`config.mk`:
```
export PLATFORM = sky130hd
export DESIGN_NAME = vx_gpu_ctl_unit
export DESIGN_NICKNAME = d
export VERILOG_FILES = /design/src/rtl/vx_gpu_pkg.sv /design/src/rtl/vx_gpu_barrier_table.sv /design/src/rtl/vx_gpu_ctl_unit.sv
export SDC_FILE = /design/constraint.sdc
export NUM_CORES = 1
export LEC_CHECK = 0
export ABC_AREA = 1
export CAP_MARGIN = 30
export CORE_AREA = 2 2 209 211
export DETAILED_ROUTE_END_ITERATION = 10
export DIE_AREA = 0 0 211 213
export PLACE_DENSITY = 0.59
export SLEW_MARGIN = 10
export SYNTH_ARGS = -nofsm -noshare
export SYNTH_HDL_FRONTEND = slang
export SYNTH_SLANG_ARGS = --single-unit
```
`constraint.sdc`:
```
create_clock -name clk -period 4.1 [get_ports clk]
set_input_delay 1.025 -clock clk [delete_from_list [all_inputs] [get_ports clk]]
set_output_delay 1.025 -clock clk [all_outputs]
set_load 0.02 [all_outputs]
```
`src/rtl/vx_gpu_pkg.sv`:
```
// Shared types for the GPU warp-control unit: op encoding, warp-control bus
// layout, barrier table entry and sizing constants.
package vx_gpu_pkg;

    localparam int NUM_WARPS    = 8;
    localparam int NUM_THREADS  = 4;
    localparam int NUM_BARRIERS = 4;
    localparam int UUID_BITS    = 44;
    localparam int NW_BITS      = $clog2(NUM_WARPS);
    localparam int NT_BITS      = $clog2(NUM_THREADS);
    localparam int NB_BITS      = $clog2(NUM_BARRIERS);

    typedef enum logic [2:0] {
        GPU_TMC    = 3'd0,
        GPU_WSPAWN = 3'd1,
        GPU_BAR    = 3'd2,
        GPU_PRED   = 3'd3
    } gpu_op_e;

    typedef struct packed {
        logic                   valid;
        logic [NW_BITS-1:0]     wid;
        logic                   tmc_valid;
        logic [NUM_THREADS-1:0] tmc_mask;
        logic                   wspawn_valid;
        logic [NUM_WARPS-1:0]   wspawn_wmask;
        logic [31:0]            wspawn_pc;
        logic                   bar_stall;
        logic [NUM_WARPS-1:0]   bar_release;
    } wctl_t;

    // cnt is the number of warps already parked at the barrier.
    typedef struct packed {
        logic                 valid;
        logic [NW_BITS:0]     cnt;
        logic [NUM_WARPS-1:0] mask;
    } bar_entry_t;

    function automatic logic [NUM_WARPS-1:0] wid_onehot(input logic [NW_BITS-1:0] wid);
        logic [NUM_WARPS-1:0] oh;
        oh = '0;
        oh[wid] = 1'b1;
        return oh;
    endfunction

endpackage

```
`src/rtl/vx_gpu_barrier_table.sv`:
```
// Barrier table: tracks which warps are parked at each barrier and decides,
// per arrival, whether the barrier is satisfied (release) or the warp stalls.
module vx_gpu_barrier_table
    import vx_gpu_pkg::*;
(
    input  logic                 clk,
    input  logic                 reset_n,
    input  logic                 arrive,
    input  logic [NB_BITS-1:0]   bar_id,
    input  logic [NW_BITS-1:0]   wid,
    input  logic [NW_BITS:0]     need,
    output logic                 stall,
    output logic [NUM_WARPS-1:0] rel_mask,
    output logic                 dup
);

    bar_entry_t           table_q [NUM_BARRIERS];
    bar_entry_t           entry;
    logic [NUM_WARPS-1:0] wbit;
    logic [NW_BITS+1:0]   arrived;
    logic                 meets;

    // Evaluate the arrival against the addressed entry.
    always_comb begin
        entry    = table_q[bar_id];
        wbit     = wid_onehot(wid);
        dup      = arrive && entry.valid && ((entry.mask & wbit) != '0);
        arrived  = {1'b0, entry.cnt} + (NW_BITS+2)'(1);
        meets    = arrived >= {1'b0, need};
        stall    = arrive && !dup && !meets;
        rel_mask = (arrive && !dup && meets) ? (entry.mask | wbit) : '0;
    end

    // Commit the arrival: clear on release, otherwise park the warp.
    always_ff @(posedge clk) begin
        if (!reset_n) begin
            // NOTE: the table is a handful of flops and reset must forget every
            // parked warp, so each entry is cleared rather than left undefined.
            for (int i = 0; i < NUM_BARRIERS; i++) begin
                table_q[i] <= '0;
            end
        end else if (arrive && !dup) begin
            if (meets) begin
                table_q[bar_id] <= '0;
            end else begin
                table_q[bar_id].valid <= 1'b1;
                table_q[bar_id].cnt   <= entry.cnt + (NW_BITS+1)'(1);
                table_q[bar_id].mask  <= entry.mask | wbit;
            end
        end
    end

    // A warp arriving twice at a barrier it is still parked on is a program error.
    always @(posedge clk) begin
        if (reset_n) begin
            assert (!dup);
        end
    end

endmodule

```
`src/rtl/vx_gpu_ctl_unit.sv`:
```
// Warp-control execute unit: decodes TMC/WSPAWN/BAR/PRED requests, drives a
// one-cycle warp-control pulse and returns a commit record one cycle later.
module vx_gpu_ctl_unit
    import vx_gpu_pkg::*;
(
    input  logic                     clk,
    input  logic                     reset_n,
    input  logic                     req_valid,
    input  logic [UUID_BITS-1:0]     req_uuid,
    input  logic [NW_BITS-1:0]       req_wid,
    input  logic [NUM_THREADS-1:0]   req_tmask,
    input  logic [31:0]              req_PC,
    input  logic [31:0]              req_next_PC,
    input  logic [2:0]               req_op_type,
    input  logic [2:0]               req_op_mod,
    input  logic [NT_BITS-1:0]       req_tid,
    input  logic [NUM_THREADS*32-1:0] req_rs1_data,
    input  logic [NUM_THREADS*32-1:0] req_rs2_data,
    input  logic [4:0]               req_rd,
    input  logic                     req_wb,
    output logic                     req_ready,
    output logic                     wctl_valid,
    output logic [NW_BITS-1:0]       wctl_wid,
    output logic                     wctl_tmc_valid,
    output logic [NUM_THREADS-1:0]   wctl_tmc_mask,
    output logic                     wctl_wspawn_valid,
    output logic [NUM_WARPS-1:0]     wctl_wspawn_wmask,
    output logic [31:0]              wctl_wspawn_pc,
    output logic                     wctl_bar_stall,
    output logic [NUM_WARPS-1:0]     wctl_bar_release,
    output logic                     cmt_valid,
    input  logic                     cmt_ready,
    output logic [UUID_BITS-1:0]     cmt_uuid,
    output logic [NW_BITS-1:0]       cmt_wid,
    output logic [NUM_THREADS-1:0]   cmt_tmask,
    output logic [31:0]              cmt_PC,
    output logic [4:0]               cmt_rd,
    output logic                     cmt_wb
);

    logic                   accept;
    logic [31:0]            s1, s2;
    logic [NUM_THREADS-1:0] lane_pred, pred_mask;
    logic [NUM_WARPS-1:0]   spawn_mask;
    logic                   bar_arrive, bar_stall, bar_dup;
    logic [NUM_WARPS-1:0]   bar_rel;
    wctl_t                  wctl_d, wctl_q;
    logic                   unused_sigs;

    assign req_ready   = !cmt_valid || cmt_ready;
    assign accept      = req_valid && req_ready;
    assign bar_arrive  = accept && (req_op_type == GPU_BAR);
    assign unused_sigs = ^{req_op_mod, req_next_PC};

    vx_gpu_barrier_table u_bar (
        .clk      (clk),
        .reset_n  (reset_n),
        .arrive   (bar_arrive),
        .bar_id   (s1[NB_BITS-1:0]),
        .wid      (req_wid),
        .need     (s2[NW_BITS:0]),
        .stall    (bar_stall),
        .rel_mask (bar_rel),
        .dup      (bar_dup)
    );

    // Scalar operand selection, per-op masks and the next warp-control word.
    always_comb begin
        // NOTE: every combinational output gets a default first so no path
        // through the case statement can leave a latch behind.
        s1     = '0;
        s2     = '0;
        wctl_d = '0;
        for (int i = 0; i < NUM_THREADS; i++) begin
            if (req_tid == NT_BITS'(i)) begin
                s1 = req_rs1_data[i*32 +: 32];
                s2 = req_rs2_data[i*32 +: 32];
            end
            lane_pred[i] = req_rs1_data[i*32];
        end
        pred_mask = ((req_tmask & lane_pred) == '0) ? req_tmask : (req_tmask & lane_pred);
        for (int i = 0; i < NUM_WARPS; i++) begin
            spawn_mask[i] = (s1 >= 32'(NUM_WARPS)) || (32'(i) < s1);
        end
        spawn_mask[0] = 1'b0;

        wctl_d.wid = req_wid;
        case (req_op_type)
            GPU_TMC: begin
                wctl_d.valid     = 1'b1;
                wctl_d.tmc_valid = 1'b1;
                wctl_d.tmc_mask  = s1[NUM_THREADS-1:0];
            end
            GPU_PRED: begin
                wctl_d.valid     = 1'b1;
                wctl_d.tmc_valid = 1'b1;
                wctl_d.tmc_mask  = pred_mask;
            end
            GPU_WSPAWN: begin
                wctl_d.valid        = 1'b1;
                wctl_d.wspawn_valid = 1'b1;
                wctl_d.wspawn_wmask = spawn_mask;
                wctl_d.wspawn_pc    = s2;
            end
            GPU_BAR: begin
                wctl_d.valid       = !bar_dup;
                wctl_d.bar_stall   = bar_stall;
                wctl_d.bar_release = bar_rel;
            end
            default: ;
        endcase
    end

    // Output register: pulse warp control once per accept, hold commit until taken.
    always_ff @(posedge clk) begin
        if (!reset_n) begin
            wctl_q    <= '0;
            cmt_valid <= 1'b0;
            cmt_uuid  <= '0;
            cmt_wid   <= '0;
            cmt_tmask <= '0;
            cmt_PC    <= '0;
            cmt_rd    <= '0;
            cmt_wb    <= 1'b0;
        end else if (accept) begin
            wctl_q    <= wctl_d;
            cmt_valid <= 1'b1;
            cmt_uuid  <= req_uuid;
            cmt_wid   <= req_wid;
            cmt_tmask <= req_tmask;
            cmt_PC    <= req_PC;
            cmt_rd    <= req_rd;
            cmt_wb    <= req_wb;
        end else begin
            wctl_q <= '0;
            if (cmt_ready) begin
                cmt_valid <= 1'b0;
            end
        end
    end

    assign wctl_valid        = wctl_q.valid;
    assign wctl_wid          = wctl_q.wid;
    assign wctl_tmc_valid    = wctl_q.tmc_valid;
    assign wctl_tmc_mask     = wctl_q.tmc_mask;
    assign wctl_wspawn_valid = wctl_q.wspawn_valid;
    assign wctl_wspawn_wmask = wctl_q.wspawn_wmask;
    assign wctl_wspawn_pc    = wctl_q.wspawn_pc;
    assign wctl_bar_stall    = wctl_q.bar_stall;
    assign wctl_bar_release  = wctl_q.bar_release;

endmodule

```
* Word level (Yosys, flattened, before mapping)
Memory sizes are Yosys's and may differ from the RTL's.
Index checks and enable logic that the tools add are counted.
** Storage, ports and cells
- Memory bits (writable) :: 52
- Register bits after elaboration :: 149
- Output and inout bits :: 150
- Memories :: 1
** Memory list
- u_bar.table_q :: depth 4, width 13, read ports 1, clocked after Yosys merged registers in 0, wr ports 4, line vx_gpu_barrier_table.sv:17 : bar_entry_t table_q [NUM_BARRIERS];
** Operators by class
- Reduce and logical (&&, ||, !) cells :: 30
- $add $sub $neg :: 2
- Equality and inequality tests :: 6
- $lt $le $gt $ge :: 11
- Bitwise operators :: 6
- Muxes and demuxes :: 31
** Operator list (number)
- 32-bit 2-to-1 mux :: 8
- 3-bit by 32-bit < comparator with 1-bit output, first input constant :: 4
- 2-bit by 32-bit < comparator with 1-bit output, first input constant :: 2
- 41-bit 2-to-1 mux :: 1
- 32-bit by 4-bit >= comparator with 1-bit output, second input constant :: 1
- 1-bit by 32-bit < comparator with 1-bit output, first input constant :: 1
- 1-bit 2-to-1 mux :: 13
- 13-bit 2-to-1 mux :: 1
- 13-bit OR reduction :: 1
- 5-bit one-hot mux with 2 select lines :: 1
- 8-bit bitwise AND :: 1
- 1-bit logical AND :: 8
- 1-bit logical OR :: 8
- 4-bit 2-to-1 mux :: 2
- 8-bit 2-to-1 mux :: 1
- 8-bit OR :: 1
- 8-bit nonzero test :: 1
- 3-bit by 2-bit equality test with 1-bit output, second input constant :: 2
- 3-bit AND reduction :: 2
- 4-bit by 1-bit adder with 5-bit output, second input constant :: 1
- 5-bit by 4-bit >= comparator with 1-bit output :: 1
- 4-bit by 1-bit adder with 4-bit output, second input constant :: 1
- 4-bit bitwise AND :: 1
- 2-bit equality test, second input constant :: 2
- 17 further kinds :: 21

* Longest topological paths before layout
An unclocked memory read counts as a cell.
- Depth in word-level cells :: 17
- Gate-level depth with buffers :: 23
- Mapped depth without buffers :: 21

* By module
Synthesis repeated with hierarchy kept, for this count alone.
** Unflattened totals
- Cells, all modules :: 1337
- Area total of the unflattened synthesis :: 9938.3 µm²
** Modules (own cells, without submodules)
- vx_gpu_ctl_unit :: area each 6860.3 µm², instances 1, cells each 992
- vx_gpu_barrier_table :: area each 3078.0 µm², instances 1, cells each 345

* Least setup slack after synthesis
OpenSTA, ideal clock, no wires.
- Path kind :: in2reg
- Start :: input req_tid[1]
- End :: memory u_bar.table_q[0][10] (netlist name) (data pin)
- Stages :: 23
- Buffers on the path :: 3
- Arrival :: 3.875 ns
- Setup slack :: 0.086 ns
- Path through :: buf_6 nor2_2 buf_6 nand2_2 nand3_2 nand2_4 inv_2 nand2_1 o22ai_1 inv_1 nand2_1 inv_1 ha_1 xor2_1 inv_1 ha_1 a21o_1 a21oi_1 o21ai_2 nor2_4 nand4_4 buf_6 nor2_1
** RTL lines
- start, declared :: line vx_gpu_ctl_unit.sv:16 : input logic [NT_BITS-1:0] req_tid,
- end, declared :: line vx_gpu_barrier_table.sv:17

==> results.cfg <==
[power]
switchingPower_uw = 1490
cellPowerDensity_nw_per_um2 = 329
power.share.clock = 0.325
power_frac_seq = 0.423
comb_power_share = 0.252
p_int_uw = 3620
p_leak_uw = 0.00611
swShare = 0.291
p_total_uw = 5110
vdd_drop_max_mv = 0.185

[cts]
cts_tree = built
root_buffer = clkbuf_16
clock_sinks = 200
ctsHoldBuffers = 0
cts-htree-levels = 4
clk_pin_slew_worst_paths_ns = 0.07
clk_latency_ns = 0.45
cts_buffers = 17
cts.path.max_buffers = 2

[global_route]
met2_usage = 0.297
grt.busiest_layer = met2
met3_usage = 0.0452
grt_start_max_net_pins = 94
grt_overflow = 0
grt_pass1_wl_um = 56200
grt_use_total = 0.167
grt_pass1_vias = 9278
grt.met1_usage = 0.196
antenna_found_initial = 1

[setup_path]
endpoint_kind = flop
start_kind = input pin
arrival_ns = 4.27
critPathRequiredTime_ns = 4.41
critPathMaxFanout = 54
crit_type = input pin to flop

[sta]
maxSlewHeadroom = 0.393
period_minus_slack_ns = 3.96
fmax_mhz = 253
skew_ns = 0.0117
finalSetupViolCount = 0
drv_slew = 0
hold_viol_final = 0
finalCritPeriodShare = 0.966
worstMarginPinSlew_ns = 0.910
hold_ws_ns = 0.483

[logic_synthesis]
synthAdderAreaFrac = 0.00699
synth_edf_count = 52
async_flop_share = 0
synth-xor-area-share = 0.000979
yosysWarnings = 0
ys_types = 44
synth_top_family_by_area = simple AND/OR/NAND/NOR gates
synth_area_um2 = 8940
syn_area_per_cell_um2 = 8.20
synth_compound_area_frac = 0.181
ys_ff_latch = 200
yosysSeqAreaShare = 0.506
synth-simple-area-share = 0.235
synthMuxAreaShare = 0
syn_nets = 1485
netlist_instances = 1091
ys.flop_type = dfxtp_1

[place]
numPortBuffers = 502
gp_congestion = 0.894
hpwl_um = 30600

[final_layout]
area_growth_pct = 73.7
layout_common_cells = clkdlybuf4s50_1 (500), nor2_1 (257), dfxtp_1 (148)
drive_gt1_frac = 0.0877
diodes = 0
fillers = 4395
final_common_cell = clkdlybuf4s50_1
nets = 2001

[floorplanning]
die_w_um = 211
start_util = 0.210
io_pins = 539
row_count = 76
core-area_um2 = 42700
die_area_um2 = 44900
die_h_um = 213

[detailed_routing]
wirelength_um = 39800
vias_per_cell = 4.46
vias = 9661
drtIter0Drc = 688
antenna_left = 0
drc_errors = 0
wl_per_cell_um = 18.4
firstDrtPassIters = 4

[outcome]
status = finished clean

[run]
drv_cap = 0

[min_path]
min_path_type = flop to flop
-- final timing paths --
| path | cells past startpoint | start | slack [ns] | to |
|---|---|---|---|---|
| max | 19 | req_tid[0] | 0.14 | u_bar.table_q[0][8]$_SDFFCE_PN0P_ |
| min | 2 | cmt_uuid[36]$_SDFFE_PN0P_ | 0.48 | cmt_uuid[36]$_SDFFE_PN0P_ |
| min reg2reg | 2 | cmt_uuid[36]$_SDFFE_PN0P_ | 0.48 | cmt_uuid[36]$_SDFFE_PN0P_ |
| max reg2reg | 16 | u_bar.table_q[1][8]$_SDFFCE_PN0P_ | 1.44 | u_bar.table_q[0][8]$_SDFFCE_PN0P_ |
-- critical path, cell delays in order --
cell	delay (ns)
clkdlybuf4s50_1	0.43
buf_6	0.16
nor2_4	0.13
buf_4	0.12
buf_6	0.35
a22o_1	0.23
inv_1	0.05
nand3_1	0.13
ha_1	0.25
o21ai_1	0.13
nand2_1	0.06
a21o_1	0.19
a21oi_2	0.17
o21ai_4	0.10
nor2_4	0.11
buf_12	0.14
nand4_4	0.13
clkbuf_16	0.20
nor2_1	0.07
-- power by group through the flow --
| stage | logic (uW) | clock network (uW) | registers, uW |
|---|---|---|---|
| 2_1_floorplan | 422 | 0 | 2300 |
| 3_3_place_gp | 1210 | 0 | 2200 |
| 3_5_place_dp | 1220 | 0 | 2210 |
| 4_1_cts | 1240 | 1730 | 2160 |
| 5_1_grt | 1390 | 1800 | 2170 |
| 6_report | 1280 | 1660 | 2160 |
-- metal layers --
| layer | part of all wire | up-vias | routed length (um) |
|---|---|---|---|
| met2 | 0.50 | 313 | 20000 |
| met4 | 0.024 | 0 | 954 |
| li1 | - | 4736 | - |
| met1 | 0.41 | 4566 | 16400 |
| met3 | 0.062 | 46 | 2460 |
| met5 | 0 | - | 0 |
-- stage by stage --
stage / cells / instance area [um2] / TNS [ns] / worst slack [ns] / utilization
2_1_floorplan: 1091 / 8940 / 0 / 0.0860 / -
3_3_place_gp: 2121 / 14700 / -22.99 / -0.442 / 0.344
3_5_place_dp: 2121 / 14700 / -26.51 / -0.523 / 0.344
4_1_cts: 2158 / 15300 / 0 / 0.0144 / 0.359
5_1_grt: 2166 / 15500 / -0.804 / -0.0567 / 0.364
6_report: 2166 / 15500 / 0 / 0.141 / 0.364
-- kinds of logic (layout without fill, tap and decap cells) --
group	count (synthesis)	after routing
simple gates	482	483
fa+ha+maj	5	5
compound gates	261	261
other cells	1	1
buf+inv	141	669
xor+xnor	1	1
flops	200	200
-- final cells by class --
cell class,count,area (um2),share of cell area
inverter,72,275,0.0177
timing repair buffer,565,5590,0.359
clock inverter,11,104,0.00668
multi-input combinational,751,3910,0.251
sequential,200,4520,0.291
tap,546,683,0.0440
clock buffer,21,460,0.0296
-- cell usage after synthesis, types with 6 or more instances --
cell type / instances / area share
nand3_1: 46 / 0.026
inv_1: 68 / 0.029
clkbuf_1: 49 / 0.021
edfxtp_1: 52 / 0.17
o21ai_0: 127 / 0.071
o211ai_1: 6 / 0.0050
a221oi_1: 25 / 0.024
a22o_1: 30 / 0.029
o22ai_1: 7 / 0.0049
nor2_1: 262 / 0.11
o31ai_1: 9 / 0.0076
nand2_1: 123 / 0.052
nor3_1: 20 / 0.011
dfxtp_1: 148 / 0.33
a31oi_1: 16 / 0.011
a21oi_1: 27 / 0.015
o21a_1: 6 / 0.0050
buf_6: 10 / 0.013
-- registers in the layout (all words and copies together), names as in the netlist, 3 cells and up --
register / flops
wctl_wspawn_wmask: 7
wctl_tmc_mask: 4
cmt_PC: 32
cmt_tmask: 4
wctl_bar_release: 8
cmt_wid: 3
cmt_uuid: 44
u_bar.table_q: 52
wctl_wspawn_pc: 32
wctl_wid: 3
cmt_rd: 5
-- repair_timing --
| action | 4_1_cts | 5_1_grt |
|---|---|---|
| pin swaps | 3 | 10 |
| endpoints found under the setup margin | 23 | 61 |
| setup buffers | 5 | 6 |
| resized for setup | 2 | 28 |
| cloned | 0 | 2 |
Power figures use the tool's default switching activity.
